$ cat config.mk
export PLATFORM = sky130hd
export DESIGN_NAME = arbitro_alu_flat
export DESIGN_NICKNAME = d
export VERILOG_FILES = /design/src/rtl/arbitro_alu_if.sv /design/src/rtl/arbitro_alu.sv /design/src/flat_wrapper.sv
export SDC_FILE = /design/constraint.sdc
export NUM_CORES = 1
export LEC_CHECK = 0
export CORE_AREA = 8 8 115 117
export CTS_CLUSTER_DIAMETER = 80
export DETAILED_ROUTE_END_ITERATION = 8
export DIE_AREA = 0 0 123 125
export PLACE_DENSITY = 0.85
export SLEW_MARGIN = 20
export SYNTH_ARGS = -nofsm -noshare
export SYNTH_HDL_FRONTEND = slang
export SYNTH_SLANG_ARGS = --single-unit
$ cat constraint.sdc
create_clock -name clock -period 5.1 [get_ports clock]
set_clock_uncertainty 0.15 [all_clocks]
set_input_delay 0.51 -clock clock [delete_from_list [all_inputs] [get_ports clock]]
set_output_delay 0.51 -clock clock [all_outputs]
set_load 0.005 [all_outputs]
$ cat src/rtl/arbitro_alu_if.sv
// Requester-side bundle for arbitro_alu: two request channels, two response
// channels and the shared response data. master = requesters, slave = arbiter.
interface arbitro_alu_if #(
    parameter int DATA_W = 32
);
    logic              req0_valid;
    logic              req0_ready;
    logic [3:0]        req0_op;
    logic [DATA_W-1:0] req0_a;
    logic [DATA_W-1:0] req0_b;

    logic              req1_valid;
    logic              req1_ready;
    logic [3:0]        req1_op;
    logic [DATA_W-1:0] req1_a;
    logic [DATA_W-1:0] req1_b;

    logic              resp0_valid;
    logic              resp0_ready;
    logic              resp1_valid;
    logic              resp1_ready;
    logic [DATA_W-1:0] resp_resultado;
    logic              resp_desvio;

    modport master (
        output req0_valid, req0_op, req0_a, req0_b,
        output req1_valid, req1_op, req1_a, req1_b,
        output resp0_ready, resp1_ready,
        input  req0_ready, req1_ready,
        input  resp0_valid, resp1_valid, resp_resultado, resp_desvio
    );

    modport slave (
        input  req0_valid, req0_op, req0_a, req0_b,
        input  req1_valid, req1_op, req1_a, req1_b,
        input  resp0_ready, resp1_ready,
        output req0_ready, req1_ready,
        output resp0_valid, resp1_valid, resp_resultado, resp_desvio
    );
endinterface

$ cat src/rtl/arbitro_alu.sv
// Round-robin arbiter sharing one ALU between two requesters.
// Optional grant counters enabled by defining ARBITRO_ALU_CONTADORES_EN.
module arbitro_alu #(
    parameter int DATA_W   = 32,
    parameter int LATENCIA = 1
) (
    input  logic              clock,
    input  logic              reset,
    arbitro_alu_if.slave      bus,
    output logic [3:0]        alu_control,
    output logic [DATA_W-1:0] alu_valor1,
    output logic [DATA_W-1:0] alu_valor2,
    input  logic [DATA_W-1:0] alu_resultado,
    input  logic              alu_desvio
`ifdef ARBITRO_ALU_CONTADORES_EN
    ,
    output logic [15:0]       cont_grant0,
    output logic [15:0]       cont_grant1
`endif
);

    typedef enum logic [1:0] {
        OCIOSO   = 2'd0,
        EXECUTA  = 2'd1,
        RESPONDE = 2'd2
    } estado_t;

    localparam int         CW     = (LATENCIA > 1) ? $clog2(LATENCIA) : 1;
    localparam logic [3:0] OP_NOP = 4'b1111;

    estado_t           estado_q, estado_d;
    logic [CW-1:0]     contador_q, contador_d;
    logic              dono_q, dono_d;
    logic              ultimo_q, ultimo_d;
    logic [3:0]        control_q, control_d;
    logic [DATA_W-1:0] valor1_q, valor1_d;
    logic [DATA_W-1:0] valor2_q, valor2_d;
    logic [DATA_W-1:0] resultado_q, resultado_d;
    logic              desvio_q, desvio_d;

    logic grant;
    logic grant_vld;
    logic aceite0;
    logic aceite1;
    logic resp_ready_dono;

    // On a tie the grant goes to whoever was not served last.
    always_comb begin
        grant_vld = bus.req0_valid || bus.req1_valid;
        if (bus.req0_valid && bus.req1_valid) begin
            grant = ~ultimo_q;
        end else begin
            grant = bus.req1_valid;
        end
    end

    assign bus.req0_ready = !reset && (estado_q == OCIOSO) && grant_vld && !grant;
    assign bus.req1_ready = !reset && (estado_q == OCIOSO) && grant_vld && grant;
    assign aceite0        = bus.req0_valid && bus.req0_ready;
    assign aceite1        = bus.req1_valid && bus.req1_ready;
    assign resp_ready_dono = dono_q ? bus.resp1_ready : bus.resp0_ready;

    always_comb begin
        estado_d    = estado_q;
        contador_d  = contador_q;
        dono_d      = dono_q;
        ultimo_d    = ultimo_q;
        control_d   = control_q;
        valor1_d    = valor1_q;
        valor2_d    = valor2_q;
        resultado_d = resultado_q;
        desvio_d    = desvio_q;
        case (estado_q)
            OCIOSO: begin
                if (aceite0 || aceite1) begin
                    dono_d     = aceite1;
                    ultimo_d   = aceite1;
                    control_d  = aceite1 ? bus.req1_op : bus.req0_op;
                    valor1_d   = aceite1 ? bus.req1_a : bus.req0_a;
                    valor2_d   = aceite1 ? bus.req1_b : bus.req0_b;
                    contador_d = CW'(LATENCIA - 1);
                    estado_d   = EXECUTA;
                end
            end
            EXECUTA: begin
                if (contador_q == '0) begin
                    resultado_d = alu_resultado;
                    desvio_d    = alu_desvio;
                    estado_d    = RESPONDE;
                end else begin
                    contador_d = contador_q - 1'b1;
                end
            end
            RESPONDE: begin
                if (resp_ready_dono) begin
                    control_d = OP_NOP;
                    estado_d  = OCIOSO;
                end
            end
            default: estado_d = OCIOSO;
        endcase
    end

    always_ff @(posedge clock) begin
        if (reset) begin
            estado_q    <= OCIOSO;
            contador_q  <= '0;
            dono_q      <= 1'b0;
            ultimo_q    <= 1'b1;
            control_q   <= OP_NOP;
            valor1_q    <= '0;
            valor2_q    <= '0;
            resultado_q <= '0;
            desvio_q    <= 1'b0;
        end else begin
            estado_q    <= estado_d;
            contador_q  <= contador_d;
            dono_q      <= dono_d;
            ultimo_q    <= ultimo_d;
            control_q   <= control_d;
            valor1_q    <= valor1_d;
            valor2_q    <= valor2_d;
            resultado_q <= resultado_d;
            desvio_q    <= desvio_d;
        end
    end

    assign alu_control        = control_q;
    assign alu_valor1         = valor1_q;
    assign alu_valor2         = valor2_q;
    assign bus.resp_resultado = resultado_q;
    assign bus.resp_desvio    = desvio_q;
    assign bus.resp0_valid    = (estado_q == RESPONDE) && !dono_q;
    assign bus.resp1_valid    = (estado_q == RESPONDE) && dono_q;

`ifdef ARBITRO_ALU_CONTADORES_EN
    function automatic logic [15:0] sat_inc(input logic [15:0] v);
        return (v == 16'hFFFF) ? v : v + 16'd1;
    endfunction

    logic [15:0] cont0_q;
    logic [15:0] cont1_q;

    always_ff @(posedge clock) begin
        if (reset) begin
            cont0_q <= '0;
            cont1_q <= '0;
        end else begin
            if (aceite0) cont0_q <= sat_inc(cont0_q);
            if (aceite1) cont1_q <= sat_inc(cont1_q);
        end
    end

    assign cont_grant0 = cont0_q;
    assign cont_grant1 = cont1_q;
`endif

endmodule

$ cat src/flat_wrapper.sv
// flat-port wrapper written by rule: the top's interface ports become plain ports
module arbitro_alu_flat 
#(
    parameter int DATA_W   = 32,
    parameter int LATENCIA = 1
)
  (clock, reset, alu_control, alu_valor1, alu_valor2, alu_resultado, alu_desvio, bus_req0_valid, bus_req0_op, bus_req0_a, bus_req0_b, bus_req1_valid, bus_req1_op, bus_req1_a, bus_req1_b, bus_resp0_ready, bus_resp1_ready, bus_req0_ready, bus_req1_ready, bus_resp0_valid, bus_resp1_valid, bus_resp_resultado, bus_resp_desvio);
  arbitro_alu_if #(.DATA_W(DATA_W)) bus_i ();
  input  logic clock;
  input  logic reset;
  output logic [3:0] alu_control;
  output logic [DATA_W-1:0] alu_valor1;
  output logic [DATA_W-1:0] alu_valor2;
  input  logic [DATA_W-1:0] alu_resultado;
  input  logic alu_desvio;
  input wire logic [$bits(bus_i.req0_valid)-1:0] bus_req0_valid;
  input wire logic [$bits(bus_i.req0_op)-1:0] bus_req0_op;
  input wire logic [$bits(bus_i.req0_a)-1:0] bus_req0_a;
  input wire logic [$bits(bus_i.req0_b)-1:0] bus_req0_b;
  input wire logic [$bits(bus_i.req1_valid)-1:0] bus_req1_valid;
  input wire logic [$bits(bus_i.req1_op)-1:0] bus_req1_op;
  input wire logic [$bits(bus_i.req1_a)-1:0] bus_req1_a;
  input wire logic [$bits(bus_i.req1_b)-1:0] bus_req1_b;
  input wire logic [$bits(bus_i.resp0_ready)-1:0] bus_resp0_ready;
  input wire logic [$bits(bus_i.resp1_ready)-1:0] bus_resp1_ready;
  output wire logic [$bits(bus_i.req0_ready)-1:0] bus_req0_ready;
  output wire logic [$bits(bus_i.req1_ready)-1:0] bus_req1_ready;
  output wire logic [$bits(bus_i.resp0_valid)-1:0] bus_resp0_valid;
  output wire logic [$bits(bus_i.resp1_valid)-1:0] bus_resp1_valid;
  output wire logic [$bits(bus_i.resp_resultado)-1:0] bus_resp_resultado;
  output wire logic [$bits(bus_i.resp_desvio)-1:0] bus_resp_desvio;
  assign bus_i.req0_valid = bus_req0_valid;
  assign bus_i.req0_op = bus_req0_op;
  assign bus_i.req0_a = bus_req0_a;
  assign bus_i.req0_b = bus_req0_b;
  assign bus_i.req1_valid = bus_req1_valid;
  assign bus_i.req1_op = bus_req1_op;
  assign bus_i.req1_a = bus_req1_a;
  assign bus_i.req1_b = bus_req1_b;
  assign bus_i.resp0_ready = bus_resp0_ready;
  assign bus_i.resp1_ready = bus_resp1_ready;
  assign bus_req0_ready = bus_i.req0_ready;
  assign bus_req1_ready = bus_i.req1_ready;
  assign bus_resp0_valid = bus_i.resp0_valid;
  assign bus_resp1_valid = bus_i.resp1_valid;
  assign bus_resp_resultado = bus_i.resp_resultado;
  assign bus_resp_desvio = bus_i.resp_desvio;
  arbitro_alu #(.DATA_W(DATA_W), .LATENCIA(LATENCIA)) u_core (.clock(clock), .reset(reset), .bus(bus_i), .alu_control(alu_control), .alu_valor1(alu_valor1), .alu_valor2(alu_valor2), .alu_resultado(alu_resultado), .alu_desvio(alu_desvio));
endmodule
# Yosys cells after proc, flatten, opt, wreduce, memory -nomap -nowiden
# Cells that the tools add are included.
# W data, S select, Z words.
[word_totals]
romBits = 0
latch_bits = 0
ff_bits = 106
word_cells = 54
n_memories = 0
mem_bits_rw = 0
[op_classes]
magnitude_cmp = 0
reduce_logical = 22
div_mod_pow = 0
n_bitwise = 2
eq_ne = 5
n_mul = 0
mux = 15
n_addsub = 1
shifts = 0
[op_table]
columns = ["cell", "count"]
rows = [
  ["$mux W32", 2],
  ["$mux W4", 3],
  ["$logic_and A1 B1 Y1", 9],
  ["$pmux W4 S2", 1],
  ["$mux W2", 3],
  ["$pmux W2 S3", 1],
  ["$reduce_and A2 Y1", 3],
  ["$reduce_and A3 Y1", 2],
  ["$mux W1", 4],
  ["$ne A2 B2 Y1 const B", 2],
  ["$reduce_bool A2 Y1", 2],
  ["$logic_not A1 Y1", 3],
  ["$eq A2 B1 Y1 const B", 1],
  ["$eq A2 B2 Y1 const B", 1],
  ["$logic_not A2 Y1", 1],
  ["$logic_or A1 B1 Y1", 2],
  ["$ne A2 B1 Y1 const B", 1],
  ["$not A1 Y1", 2],
  ["$pmux W1 S2", 1],
  ["$sub A1 B1 Y1 const B", 1],
]

# Longest topological paths before layout
[depth]
ltp_word = 8
mapped_depth = 9

# Worst setup path after synthesis
# OpenSTA, ideal clock, no wires.
[synth_path]
path_kind = "input port to output port"
start = "in bus_req1_valid"
end = "out bus_req1_ready"
arrival_time_ns = 1.442
path_buffers = 2
setup_slack_ns = 2.998
cell_stages = 5
path_cell_list = "a21bo_1 -> or3_1 -> buf_6 -> clkinv_4 -> buf_4"
[synth_between]
elab_chain_len = 3
elab_cells_between_ends = 5
classes_between = "1 x mux; 4 x reduce/logical"
[synth_lines]
columns = ["item", "line", "text"]
rows = [
  ["start, declared", "flat_wrapper.sv:20", "input wire logic [$bits(bus_i.req1_valid)-1:0] bus_req1_valid;"],
  ["$logic_and A1 B1 Y1 or $logic_or A1 B1 Y1 (tied branches)", "arbitro_alu.sv:50, arbitro_alu.sv:49", ""],
  ["$mux W1 or $logic_and A1 B1 Y1 (tied branches)", "arbitro_alu.sv:50, arbitro_alu.sv:58", ""],
  ["$logic_and A1 B1 Y1 *", "arbitro_alu.sv:58", "assign bus.req1_ready = !reset && (estado_q == OCIOSO) && grant_vld && grant;"],
  ["end, declared", "flat_wrapper.sv:27", "output wire logic [$bits(bus_i.req1_ready)-1:0] bus_req1_ready;"],
]
# Every way passes the cells marked *; elsewhere a longest branch is shown, timed or not.

# Final worst setup path
# Ends and elaborated chain as after synthesis.

==> flow_summary_export.csv <==
group,metric,value,unit
clock_network,cts_repair_resize_count,0,
pwr,vdd.ir_drop.worst,0.176,mV
route,route.final.wire_length,16.3,mm
place,port_buffers,279,
layout,post-route-cell-area,0.00747,mm²
yosys,synth_top_area_cell,"dfxtp_1",
yosys,ys_top_cells_by_count,"nand2_1 (131), dfxtp_1 (105), a21oi_1 (63), a21oi_2 (40), a22oi_2 (40)",
route,avgRoutedWirePerCell,18.5,µm
timing,slew_violations,0,
pwr,power_density,291,mW/mm²
yosys,yosys-top-cells-area,"dfxtp_1 (47%), a22oi_2 (11%), nand2_1 (11%), a21oi_2 (7.9%), a21oi_1 (7.1%)",
yosys,synth-edff-count,0,
grt,grt_ovf,0,
yosys,most_instantiated_library_cell_after_synthesis,"nand2_1",
yosys,postSynthRegisterBits,105,
clock_network,cts_tree,"done",
die,effective_utilization_at_floorplan,0.381,
layout,post_layout_nonfiller_instances,882,
die,fp-row-count,40,
grt,via_count_of_the_first_global_routing_pass,4717,
worst_setup_path,setup.worst_path.class,"input port to primary output",
worst_setup_path,endpoint_kind,"primary output",
clock_network,clk-insertion-delay-late,0.33,ns
timing,layout_worst_path_cycle_share,0.620,
route,antenna_left,0,
clock_network,cts.root.buffer_cell,"clkbuf_16",
timing,unrepaired_setup_endpoints_after_global_routing,"no",
clock_network,cts_buffers,9,
clock_network,hold_buffers,0,
route,drtPass1Iterations,5,
min_path,hold_path_class,"flop to flop",
grt,globalRouteTotalUtil,0.202,
clock_network,clock_tree_buffer_depth,2,
die,coreArea,0.0116,mm²
grt,pin_count_of_the_biggest_net_entering_global_routing,67,
outcome,run_status,"finished clean",
clock_network,cts.htree.levels,3,
timing,min_period,3.16,ns
layout,final_layout_net_count,905,
layout,num-fill-cells,946,
timing,fmax,316,MHz
yosys,async_flop_share,0,
yosys,synth_area_per_cell,9.26,µm²
worst_setup_path,critical_path.startpoint,"bus_req1_valid",
min_path,worstHoldStart,"u_core.alu_valor1[26]$_SDFFE_PP0P_",
layout,final_util,0.643,
route,vias,4436,
die,die-width,123,µm
worst_setup_path,crit-reg2reg-launch,"u_core.estado_q[1]$_SDFFE_PP0P_",
place,place_area,0.00717,mm²
place,gp_congestion,0.834,
worst_setup_path,worst_path_required,4.44,ns
die,num_io_pins,280,
pwr,cellLeakagePower,2.54,nW
layout,layout-drive-gt1-share,0.144,
layout,diodes,0,
timing,final-hold-violation-count,0,
yosys,postSynthNetCount,653,
timing,maxSlewHeadroom,0.384,
yosys,synth_top_flop_cell,"dfxtp_1",
die,design.die.area,0.0154,mm²
place,dpl.hpwl,12.6,mm
timing,timing.setup.tns,0,ns
route,avgViaCountPerCell,5.03,
yosys,synth.distinct_cells,31,
timing,worst_pin_slew,0.924,ns
yosys,synthDominantCellAreaShare,0.475,
route,drt_first_iter_violations,218,
yosys,post_synth_instance_area,0.00443,mm²
die,dieHeight,125,µm
grt,grt_pass1_wl,24.7,mm
place,placed_cells,866,
worst_setup_path,timing.critical_path.arrival,2.50,ns
timing,report.final.setup_viol,0,
layout,area.growth.synth_to_final,68.7,%
worst_setup_path,crit_path_start_kind,"input port",
clock_network,clock_sink_total,105,
yosys,synth-seq-area-share,0.475,
grt,antenna_found_initial,0,
route,drcViolationCount,0,
worst_setup_path,worstPathMaxFanout,8,
job,cap_violations,0,
clock_network,postCtsSetupRepairBufs,0,
yosys,synth_warnings,0,
yosys,synthesized_netlist_cell_count,478,
clock_network,worst_setup_hold_path_clk_slew,0.06,ns
[sequential cells by signal, summed over array words and instances (netlist names)]
| signal | count |
|---|---|
| u_core.estado_q | 2 |
| u_core.alu_valor2 | 32 |
| u_core.dono_q | 1 |
| u_core.bus.resp_resultado | 32 |
| u_core.alu_valor1 | 32 |
| u_core.bus.resp_desvio | 1 |
| u_core.ultimo_q | 1 |
| u_core.alu_control | 4 |
[report_power, final]
group | switching (mW) | internal, mW | total, mW
Sequential | 0.0379 | 0.891 | 0.929
Combinational | 0.241 | 0.318 | 0.559
Clock | 0.300 | 0.383 | 0.682
[area by class of cell]
class	instances	area, µm²	share of cell area
multi-input combinational	329	2050	0.275
tap	147	184	0.0246
clock inverter	6	65.1	0.00871
inverter	1	8.76	0.00117
clock buffer	10	229	0.0307
sequential	105	2100	0.281
timing repair buffer	284	2830	0.379
[cell families (layout without fill, tap and decap cells)]
group | after synthesis | in the layout | synth area share
compound gates | 179 | 179 | 0.324
mux | 1 | 1 | 0.00226
flops | 105 | 105 | 0.475
buf+inv | 44 | 301 | 0.0653
simple gates | 149 | 149 | 0.134
[final timing paths]
check | depth (start not counted) | to | slack (ns)
worst max-delay path | 5 | bus_req1_ready | 1.94
worst min-delay path | 2 | u_core.alu_valor1[26]$_SDFFE_PP0P_ | 0.30
worst max register to register | 6 | u_core.alu_valor2[7]$_SDFFE_PP0P_ | 2.39
worst min register to register | 2 | u_core.alu_valor1[26]$_SDFFE_PP0P_ | 0.30
[worst max-delay path, cell delays in order]
cell and delay (ns):
clkdlybuf4s50_1 0.49, a21bo_1 0.33, or3_1 0.53, clkinv_4 0.08, clkdlybuf4s50_1 0.57
[metrics by stage]
step	hold WS (ns)	setup WS, ns	power, mW
floorplan	0.298	3.00	1.19
global placement	0.287	1.81	1.49
detailed placement	0.297	1.75	1.51
CTS	0.303	1.91	2.20
global route	0.318	1.83	2.28
finish	0.301	1.94	2.17
[placed cells by master (no fill, tap or decap), types with 2 or more instances in the layout]
cell type          n
nor3_1             2
buf_4              6
nand2_1          131
a21oi_1           63
a21oi_2           40
clkinv_2           2
nor2_1             6
clkbuf_16          9
dfxtp_1          105
a22oi_1           18
a22oi_2           40
o22ai_1            3
o31ai_1            2
o21ai_0            4
clkdlybuf4s50_1  278
inv_6              2
o221ai_1           6
[metal layers]
layer  track usage  share of wire  vias up
met5             0              0        -
met4        0.0907          0.036        0
met3        0.0666           0.10       33
met2         0.347           0.49      205
met1         0.220           0.37     2029
li1              -              -     2169
No activity file was read; power rests on OpenSTA's default activity.
